$ cat config.mk
export PLATFORM = sky130hd
export DESIGN_NAME = hb_bank_server
export DESIGN_NICKNAME = d
export VERILOG_FILES = /design/src/rtl/hb_bank_server.sv
export SDC_FILE = /design/constraint.sdc
export NUM_CORES = 1
export LEC_CHECK = 0
export CAP_MARGIN = 25
export CORE_ASPECT_RATIO = 0.6
export CORE_MARGIN = 8
export CORE_UTILIZATION = 58
export CTS_CLUSTER_SIZE = 8
export DETAILED_ROUTE_END_ITERATION = 6
export PLACE_DENSITY = 0.8
export SKIP_LAST_GASP = 1
export SYNTH_ARGS = -nofsm -noshare
export SYNTH_HDL_FRONTEND = slang
export SYNTH_SLANG_ARGS = --single-unit
$ cat constraint.sdc
create_clock -name clk -period 3.2 [get_ports clk]
set_clock_uncertainty 0.15 [all_clocks]
set_input_delay 0.64 -clock clk [delete_from_list [all_inputs] [get_ports clk]]
set_output_delay 0.64 -clock clk [all_outputs]
set_load 0.05 [all_outputs]
$ cat src/rtl/hb_bank_server.sv
// Receive side of the two-bank HB task queue: captures each task word, files it into the
// bank FIFO named by the arbiter's delayed grant, and drains both banks round-robin.
module hb_bank_server #(
    parameter int DATA_W = 32,
    parameter int DEPTH  = 4,
    parameter int CNT_W  = 16
) (
    input  logic                       clk,
    input  logic                       reset,
    input  logic                       in_valid,
    input  logic [DATA_W-1:0]          in_data,
    input  logic [1:0]                 grant_in,
    output logic                       out_valid,
    input  logic                       out_ready,
    output logic [DATA_W-1:0]          out_data,
    output logic [1:0]                 out_bank,
    output logic [$clog2(DEPTH):0]     occ0,
    output logic [$clog2(DEPTH):0]     occ1,
    output logic [CNT_W-1:0]           drop_count,
    output logic [CNT_W-1:0]           orphan_count,
    output logic                       overflow
);
    localparam int AW = $clog2(DEPTH);
    localparam int OW = AW + 1;
    localparam logic [OW-1:0] FULL = OW'(DEPTH);

    // Handshake: a word moves when out_valid && out_ready on the same rising edge;
    // once out_valid is high with out_ready low, the offered bank/word stays fixed.
    typedef struct packed {
        logic pri;        // 0 = bank0 preferred next
        logic lock;
        logic lock_bank;
    } arb_state_t;

    arb_state_t arb_q, arb_d;

    logic              cap_valid_q;
    logic [DATA_W-1:0] cap_data_q;
    logic [DATA_W-1:0] mem0_q [DEPTH];
    logic [DATA_W-1:0] mem1_q [DEPTH];
    logic [AW-1:0]     wptr0_q, rptr0_q, wptr1_q, rptr1_q;
    logic [OW-1:0]     occ0_q, occ0_d, occ1_q, occ1_d;
    logic [CNT_W-1:0]  drop_q, orphan_q;
    logic              overflow_q;

    logic full0, full1, push0, push1, pop0, pop1;
    logic drop_full, drop_any, orphan;
    logic sel_valid, sel_bank, hs;

    assign full0     = (occ0_q == FULL);
    assign full1     = (occ1_q == FULL);
    assign push0     = cap_valid_q && (grant_in == 2'b01) && !full0;
    assign push1     = cap_valid_q && (grant_in == 2'b10) && !full1;
    assign drop_full = cap_valid_q && (((grant_in == 2'b01) && full0) ||
                                       ((grant_in == 2'b10) && full1));
    assign drop_any  = drop_full || (cap_valid_q && ((grant_in == 2'b00) || (grant_in == 2'b11)));
    assign orphan    = !cap_valid_q && (grant_in != 2'b00);
    assign hs        = sel_valid && out_ready;
    assign pop0      = hs && !sel_bank;
    assign pop1      = hs && sel_bank;

    // Arbiter state register
    always_ff @(posedge clk) begin
        if (reset) arb_q <= '0;
        else       arb_q <= arb_d;
    end

    // Arbiter next state
    always_comb begin
        arb_d = arb_q;
        if (hs) begin
            arb_d.pri  = !sel_bank;
            arb_d.lock = 1'b0;
        end else if (sel_valid) begin
            arb_d.lock      = 1'b1;
            arb_d.lock_bank = sel_bank;
        end
    end

    // Arbiter outputs: selection depends only on registered state
    always_comb begin
        sel_valid = 1'b0;
        sel_bank  = 1'b0;
        if (arb_q.lock) begin
            sel_bank  = arb_q.lock_bank;
            sel_valid = arb_q.lock_bank ? (occ1_q != '0) : (occ0_q != '0);
        end else if (!arb_q.pri) begin
            if (occ0_q != '0)      begin sel_valid = 1'b1; sel_bank = 1'b0; end
            else if (occ1_q != '0) begin sel_valid = 1'b1; sel_bank = 1'b1; end
        end else begin
            if (occ1_q != '0)      begin sel_valid = 1'b1; sel_bank = 1'b1; end
            else if (occ0_q != '0) begin sel_valid = 1'b1; sel_bank = 1'b0; end
        end
    end

    always_comb begin
        occ0_d = occ0_q;
        occ1_d = occ1_q;
        case ({push0, pop0})
            2'b10:   occ0_d = occ0_q + OW'(1);
            2'b01:   occ0_d = occ0_q - OW'(1);
            default: occ0_d = occ0_q;
        endcase
        case ({push1, pop1})
            2'b10:   occ1_d = occ1_q + OW'(1);
            2'b01:   occ1_d = occ1_q - OW'(1);
            default: occ1_d = occ1_q;
        endcase
    end

    always_ff @(posedge clk) begin
        if (reset) begin
            cap_valid_q <= 1'b0;
            cap_data_q  <= '0;
            wptr0_q     <= '0;
            rptr0_q     <= '0;
            wptr1_q     <= '0;
            rptr1_q     <= '0;
            occ0_q      <= '0;
            occ1_q      <= '0;
            drop_q      <= '0;
            orphan_q    <= '0;
            overflow_q  <= 1'b0;
        end else begin
            cap_valid_q <= in_valid;
            if (in_valid) cap_data_q <= in_data;
            if (push0) wptr0_q <= wptr0_q + AW'(1);
            if (push1) wptr1_q <= wptr1_q + AW'(1);
            if (pop0)  rptr0_q <= rptr0_q + AW'(1);
            if (pop1)  rptr1_q <= rptr1_q + AW'(1);
            occ0_q <= occ0_d;
            occ1_q <= occ1_d;
            if (drop_any && (drop_q != '1))  drop_q   <= drop_q + CNT_W'(1);
            if (orphan && (orphan_q != '1))  orphan_q <= orphan_q + CNT_W'(1);
            if (drop_full) overflow_q <= 1'b1;
        end
    end

    // Storage needs no reset; occupancy alone defines which entries are live
    always_ff @(posedge clk) begin
        if (push0) mem0_q[wptr0_q] <= cap_data_q;
        if (push1) mem1_q[wptr1_q] <= cap_data_q;
    end

    assign out_valid    = sel_valid;
    assign out_bank     = !sel_valid ? 2'b00 : (sel_bank ? 2'b10 : 2'b01);
    assign out_data     = !sel_valid ? '0 : (sel_bank ? mem1_q[rptr1_q] : mem0_q[rptr0_q]);
    assign occ0         = occ0_q;
    assign occ1         = occ1_q;
    assign drop_count   = drop_q;
    assign orphan_count = orphan_q;
    assign overflow     = overflow_q;

endmodule

# After elaboration in Yosys (flattened, before gate mapping)
# Memory sizes are Yosys's and may differ from the RTL's. A register that Yosys moved wholly into a read port is not among the register bits.
# Cells that the tools add are included.
dict set report word_totals {
  regBits 83
  mem_bits_rw 256
  inputBits 38
  output_inout_bits 74
  word_cells 91
  memories 2
}
# name words width read_ports rd_ports_with_merged_regs wr line
set mem_list {}
lappend mem_list {mem0_q 4 32 1 1 1 39} ;# logic [DATA_W-1:0] mem0_q [DEPTH];
lappend mem_list {mem1_q 4 32 1 1 1 40} ;# logic [DATA_W-1:0] mem1_q [DEPTH];
dict set report classes {
  addsub 10
  n_eq_ne 11
  n_mux 24
  bitwise_logic 1
  n_reduce_logical 29
}
# op n
set op_table {}
lappend op_table {{32-bit 2-to-1 mux} 2}
lappend op_table {{16-bit by 1-bit adder with 16-bit output (second input constant)} 2}
lappend op_table {{16-bit != test (second input constant)} 2}
lappend op_table {{1-bit logical AND} 14}
lappend op_table {{1-bit 2-to-1 mux} 14}
lappend op_table {{2-bit 2-to-1 mux} 6}
lappend op_table {{3-bit one-hot mux with 2 select lines} 2}
lappend op_table {{2-bit by 1-bit adder with 2-bit output (second input constant)} 4}
lappend op_table {{2-bit equality test (second input constant)} 4}
lappend op_table {{3-bit by 1-bit adder with 3-bit output (second input constant)} 2}
lappend op_table {{2-bit by 1-bit equality test with 1-bit output (second input constant)} 3}
lappend op_table {{3-bit equality test (second input constant)} 2}
lappend op_table {{2-bit nonzero test} 3}
lappend op_table {{3-bit nonzero test} 2}
lappend op_table {{3-bit by 1-bit subtractor with 3-bit output (second input constant)} 2}
lappend op_table {{1-bit zero test} 4}
lappend op_table {{1-bit logical OR} 3}
lappend op_table {{2-bit zero test} 1}
lappend op_table {{2-bit AND reduction} 1}
lappend op_table {{2-bit OR reduction} 1}
lappend op_table {{1-bit NOT} 1}

# Depth between registers and ports, before layout
dict set report depth {
  word_depth 9
  mapped_depth 11
  ltp_nobuf 11
}

# Least setup slack after synthesis
# No wires, ideal clock.
dict set report synth_timing {
  kind {register -> output}
  start {register occ1_q[2], in the netlist occ1[2]}
  end {output out_data[10]}
  arrival_time_ns 2.479
  required_ns 2.410
  setup_slack_ns -0.069
  path_stages_with_launch 6
  n_path_buf 1
  path_cell_list {dfxtp_1 -> nor3_1 -> o31ai_1 -> clkbuf_1 -> nand2_1 -> a21oi_1}
}
dict set report synth_via {
  elab_chain_len 7
  elab_cells_between_ends 12
  cone_classes {mux (11); reduce/logical (1)}
}
# item line
set synth_lines {}
lappend synth_lines {{start: declaration} 42} ;# logic [OW-1:0] occ0_q, occ0_d, occ1_q, occ1_d;
lappend synth_lines {{start signal: assignment} 120} ;# occ1_q <= '0;
lappend synth_lines {{start signal: assignment} 132} ;# occ1_q <= occ1_d;
lappend synth_lines {{3-bit nonzero test *} {86, 89, 91}}
lappend synth_lines {{1-bit 2-to-1 mux} {89, 91}}
lappend synth_lines {{1-bit 2-to-1 mux} 88} ;# if (occ0_q != '0) begin sel_valid = 1'b1; sel_bank = 1'b0; end
lappend synth_lines {{1-bit 2-to-1 mux} 87} ;# end else if (!arb_q.pri) begin
lappend synth_lines {{1-bit 2-to-1 mux} 84} ;# if (arb_q.lock) begin
lappend synth_lines {{32-bit 2-to-1 mux} 147} ;# assign out_data = !sel_valid ? '0 : (sel_bank ? mem1_q[rptr1_q] : mem0_q[rptr0_q]);
lappend synth_lines {{32-bit 2-to-1 mux *} 147}
lappend synth_lines {{end: declaration} 15} ;# output logic [DATA_W-1:0] out_data,
# Mark *: on every way between the ends. The rest lies on a longest branch, timed or not.

# Final worst setup path
dict set report layout_timing {
  start {register occ0_q[2], in the netlist occ0[2]}
  end {output out_data[19]}
}
dict set report layout_via {
  elab_chain_len 6
  elab_cells_between_ends 12
  cone_classes {mux (11); reduce/logical (1)}
}
# item line
set layout_lines {}
lappend layout_lines {{start: declaration} 42}
lappend layout_lines {{start signal: assignment} 119} ;# occ0_q <= '0;
lappend layout_lines {{start signal: assignment} 131} ;# occ0_q <= occ0_d;
lappend layout_lines {{3-bit nonzero test *} {86, 88, 92}}
lappend layout_lines {{1-bit 2-to-1 mux (on tied branches)} {88, 92}}
lappend layout_lines {{1-bit 2-to-1 mux (on tied branches)} {87, 91}}
lappend layout_lines {{1-bit 2-to-1 mux (on tied branches)} {84, 87}}
lappend layout_lines {{32-bit 2-to-1 mux or 1-bit 2-to-1 mux (tied branches)} {147, 84}}
lappend layout_lines {{32-bit 2-to-1 mux *} 147}
# Marked as above.

==> flow_summary.ini <==
[clock_network]
clock_latency_ns = 0.54
cts_hold_buf = 0
cts.sink_count = 343
clock_path_buffers = 3
root_buffer = clkbuf_16
htree_num_levels = 2
numCtsBuffers = 48
clk_pin_slew_ns = 0.05
cts_tree = yes

[floorplan]
die_y_um = 134
num_rows = 43
dieArea_mm2 = 0.0287
io_pins = 112
die-width_um = 213
initial_core_util_pct = 58.9
core_area_mm2 = 0.0230

[sta]
worst_pin_slew_ns = 0.756
period_minus_slack_ns = 3.13
fmax_ghz = 0.319
post-route-period-util_pct = 97.8
finalMaxSlewViolations = 0
final-hold-violation-count = 0
setup_slack_ns = 0.0699
rsz0062_at_grt = true
setup_viol = 0
whs_ns = 0.301
timing.slew.headroom_pct = 49.6

[worst_setup_path]
end_kind = output pin
r2r_setup_slack_ns = 0.18
rr_startpoint = occ0[2]
crit_fanout = 32
worstReg2RegEnd = occ1[2]
path_class = reg2out
r2r_cells = 11
cp.required_ns = 2.41
start_kind = flip-flop
crit_arrival_ns = 2.34

[placed_design]
hpwl_um = 18300
post_dp_cell_area_mm2 = 0.0157
place_ws_ns = 0.0630
gp_congestion = 0.844
port_buffers = 111

[yosys]
synthCells = 864
mappedNetlistNets = 919
syn_area_per_cell_um2 = 15.7
mappedNetlistArea_mm2 = 0.0136
synthArstFlopShare_pct = 0
synth_cell_types = 46
yosys_most_used_dff = edfxtp_1
synth-seq-cells = 343
seq_area_frac_synth_pct = 69.6
synth_warnings = 0
synth_edf_count = 256

[routing]
highest_layer = met4
avgViaCountPerCell = 5.82
dr.pass1.iters = 5
wl_met2_um = 14800
drc = 0
drt_iter0_markers = 670
wl_met1_um = 13400
wl_um = 31000
wl_per_cell_um = 22.6
via_count = 7965
wl_met3_um = 2300
final_antenna_net_count = 0

[grt]
grt_pass1_vias = 8170
grt_max_degree = 38
grt_antenna_before_repair = 0
grt_pass1_wl_um = 48300
overflow = 0
grt_usage_pct = 22.1

[worst_hold_path]
hp-class = reg2reg
hold_start = overflow
whs_endpoint = overflow
min_path_cells = 2

[pwr]
swShare_pct = 24.6
clkPwrFrac_pct = 42.7
leakage_nw = 5.75
pwr_density_cell_mw_per_mm2 = 640
cellInternalPower_w = 0.00827
peakVddDrop_v = 0.000537
p_seq_share_pct = 45.1
power.switching_w = 0.00271
power_frac_comb_pct = 12.2

[layout]
fin_util_pct = 74.5
final_cell_area_mm2 = 0.0172
fillCellCount = 1363
antennaDiodeCount = 0
syn_to_final_growth_pct = 26.6
fin_nets = 1072
drive_gt1_share_pct = 22.5

[flow_run]
cap_violations = 0

[outcome]
outcome = completed
## logic make-up after synthesis
family / after synthesis / synth area share [%]
AO/OA/AOI/OAI: 86 / 3.92
XOR/XNOR: 29 / 1.87
buffers and inverters: 64 / 1.95
multiplexers: 102 / 13.5
flip-flops: 343 / 69.6
adder cells (fa/ha/maj): 17 / 1.68
AND/OR/NAND/NOR: 223 / 7.54
## cell type report
type	instances	area [um2]	area share [%]
sequential	343	9440	55.0
multi-input combinational	457	4020	23.4
timing repair buffer	143	1830	10.7
clock buffer	86	1370	7.96
tap	315	394	2.30
inverter	24	90.1	0.525
clock inverter	1	20.0	0.117
## metrics by stage
step | power (W) | std cells | setup TNS (ns)
2_1_floorplan | 0.00574 | 864 | 0
3_3_place_gp | 0.00634 | 1281 | 0
3_5_place_dp | 0.00636 | 1281 | 0
4_1_cts | 0.0110 | 1368 | 0
5_1_grt | 0.0113 | 1369 | -0.0835
6_report | 0.0110 | 1369 | 0
## sequential cells by signal (all words and copies together) (netlist names), 3 cells and up, named ones only
register,flops
mem0_q,128
mem1_q,128
cap_data_q,32
drop_count,16
orphan_count,16
arb_q,3
occ0,3
occ1,3
## worst max path at each step
stage | from | endpoint | slack [ns] | cells after the start
2_1_floorplan | occ1[2] | occ0[2] | 0.12 | 10
3_3_place_gp | out_ready | occ1[2] | 0.17 | 9
3_5_place_dp | out_ready | occ1[2] | 0.06 | 9
4_1_cts | occ0[2] | out_data[31] | 0.05 | 7
5_1_grt | occ1[1] | out_data[6] | -0.03 | 6
6_report | occ0[2] | out_data[19] | 0.07 | 7
## power by group through the flow
stage                     Sequential, W  Clock [W]  Combinational (W)
final                           0.00495    0.00469            0.00134
after global routing            0.00496    0.00495            0.00141
after CTS                       0.00495    0.00474            0.00135
after detailed placement        0.00503          0            0.00133
after global placement          0.00502          0            0.00132
after floorplan                 0.00503          0           0.000718
## cells in the final DEF, fill, tap and decap left out, types with 3 or more instances in the layout
cell type / Yosys / layout
or4_1: 4 / 4
a21oi_1: 46 / 14
nand4_1: 11 / 11
buf_12: 0 / 46
inv_1: 24 / 24
nor2_1: 78 / 77
dfxtp_2: 0 / 5
edfxtp_1: 256 / 256
and2_1: 10 / 10
clkbuf_16: 0 / 49
clkbuf_1: 27 / 37
mux4_2: 64 / 64
dfxtp_1: 87 / 82
mux2i_1: 36 / 36
or2_2: 3 / 3
nand3_1: 11 / 11
nor3_2: 2 / 3
xnor2_1: 20 / 20
nor3_1: 5 / 3
xor2_1: 9 / 9
a21oi_2: 0 / 32
clkdlybuf4s50_1: 0 / 74
and3_1: 5 / 5
buf_4: 0 / 20
o31ai_1: 5 / 4
or3_1: 5 / 5
o21ai_0: 7 / 7
ha_1: 15 / 15
nand2_1: 79 / 78
a211oi_1: 12 / 12
a31oi_1: 5 / 5
## worst max-delay path, cell delays in order, from the launching register on
cell and delay [ns]:
dfxtp_2 0.37, nor3_2 0.25, nor2_2 0.09, o31ai_4 0.23, buf_12 0.26, nand2_1 0.10, a21oi_2 0.29, buf_12 0.18
## synthesized netlist by cell type (7+ instances only)
cell / n / area [um2]
a211oi_1: 12 / 90.1
a21oi_1: 46 / 230
and2_1: 10 / 62.6
buf_2: 7 / 35.0
clkbuf_1: 27 / 101
dfxtp_1: 87 / 1740
edfxtp_1: 256 / 7690
ha_1: 15 / 188
inv_1: 24 / 90.1
mux2i_1: 36 / 360
mux4_2: 64 / 1440
nand2_1: 79 / 297
nand3_1: 11 / 55.1
nand4_1: 11 / 68.8
nor2_1: 78 / 293
o21ai_0: 7 / 35.0
xnor2_1: 20 / 175
xor2_1: 9 / 78.8
## timing repair
item / 4_1_cts / 5_1_grt
endpoints found under the setup margin: 34 / 16
pin swaps: 1 / 2
endpoints found under the hold margin: 0 / 0
gates resized for setup: 7 / 3
setup buffers: 0 / 1
## layer usage
| metal | GRT usage, % | vias up |
|---|---|---|
| li1 | - | 3592 |
| met1 | 30.8 | 3998 |
| met2 | 35.1 | 329 |
| met3 | 4.78 | 46 |
| met4 | 5.73 | 0 |
| met5 | 0 | - |
No activity file was read; power rests on OpenSTA's default activity.
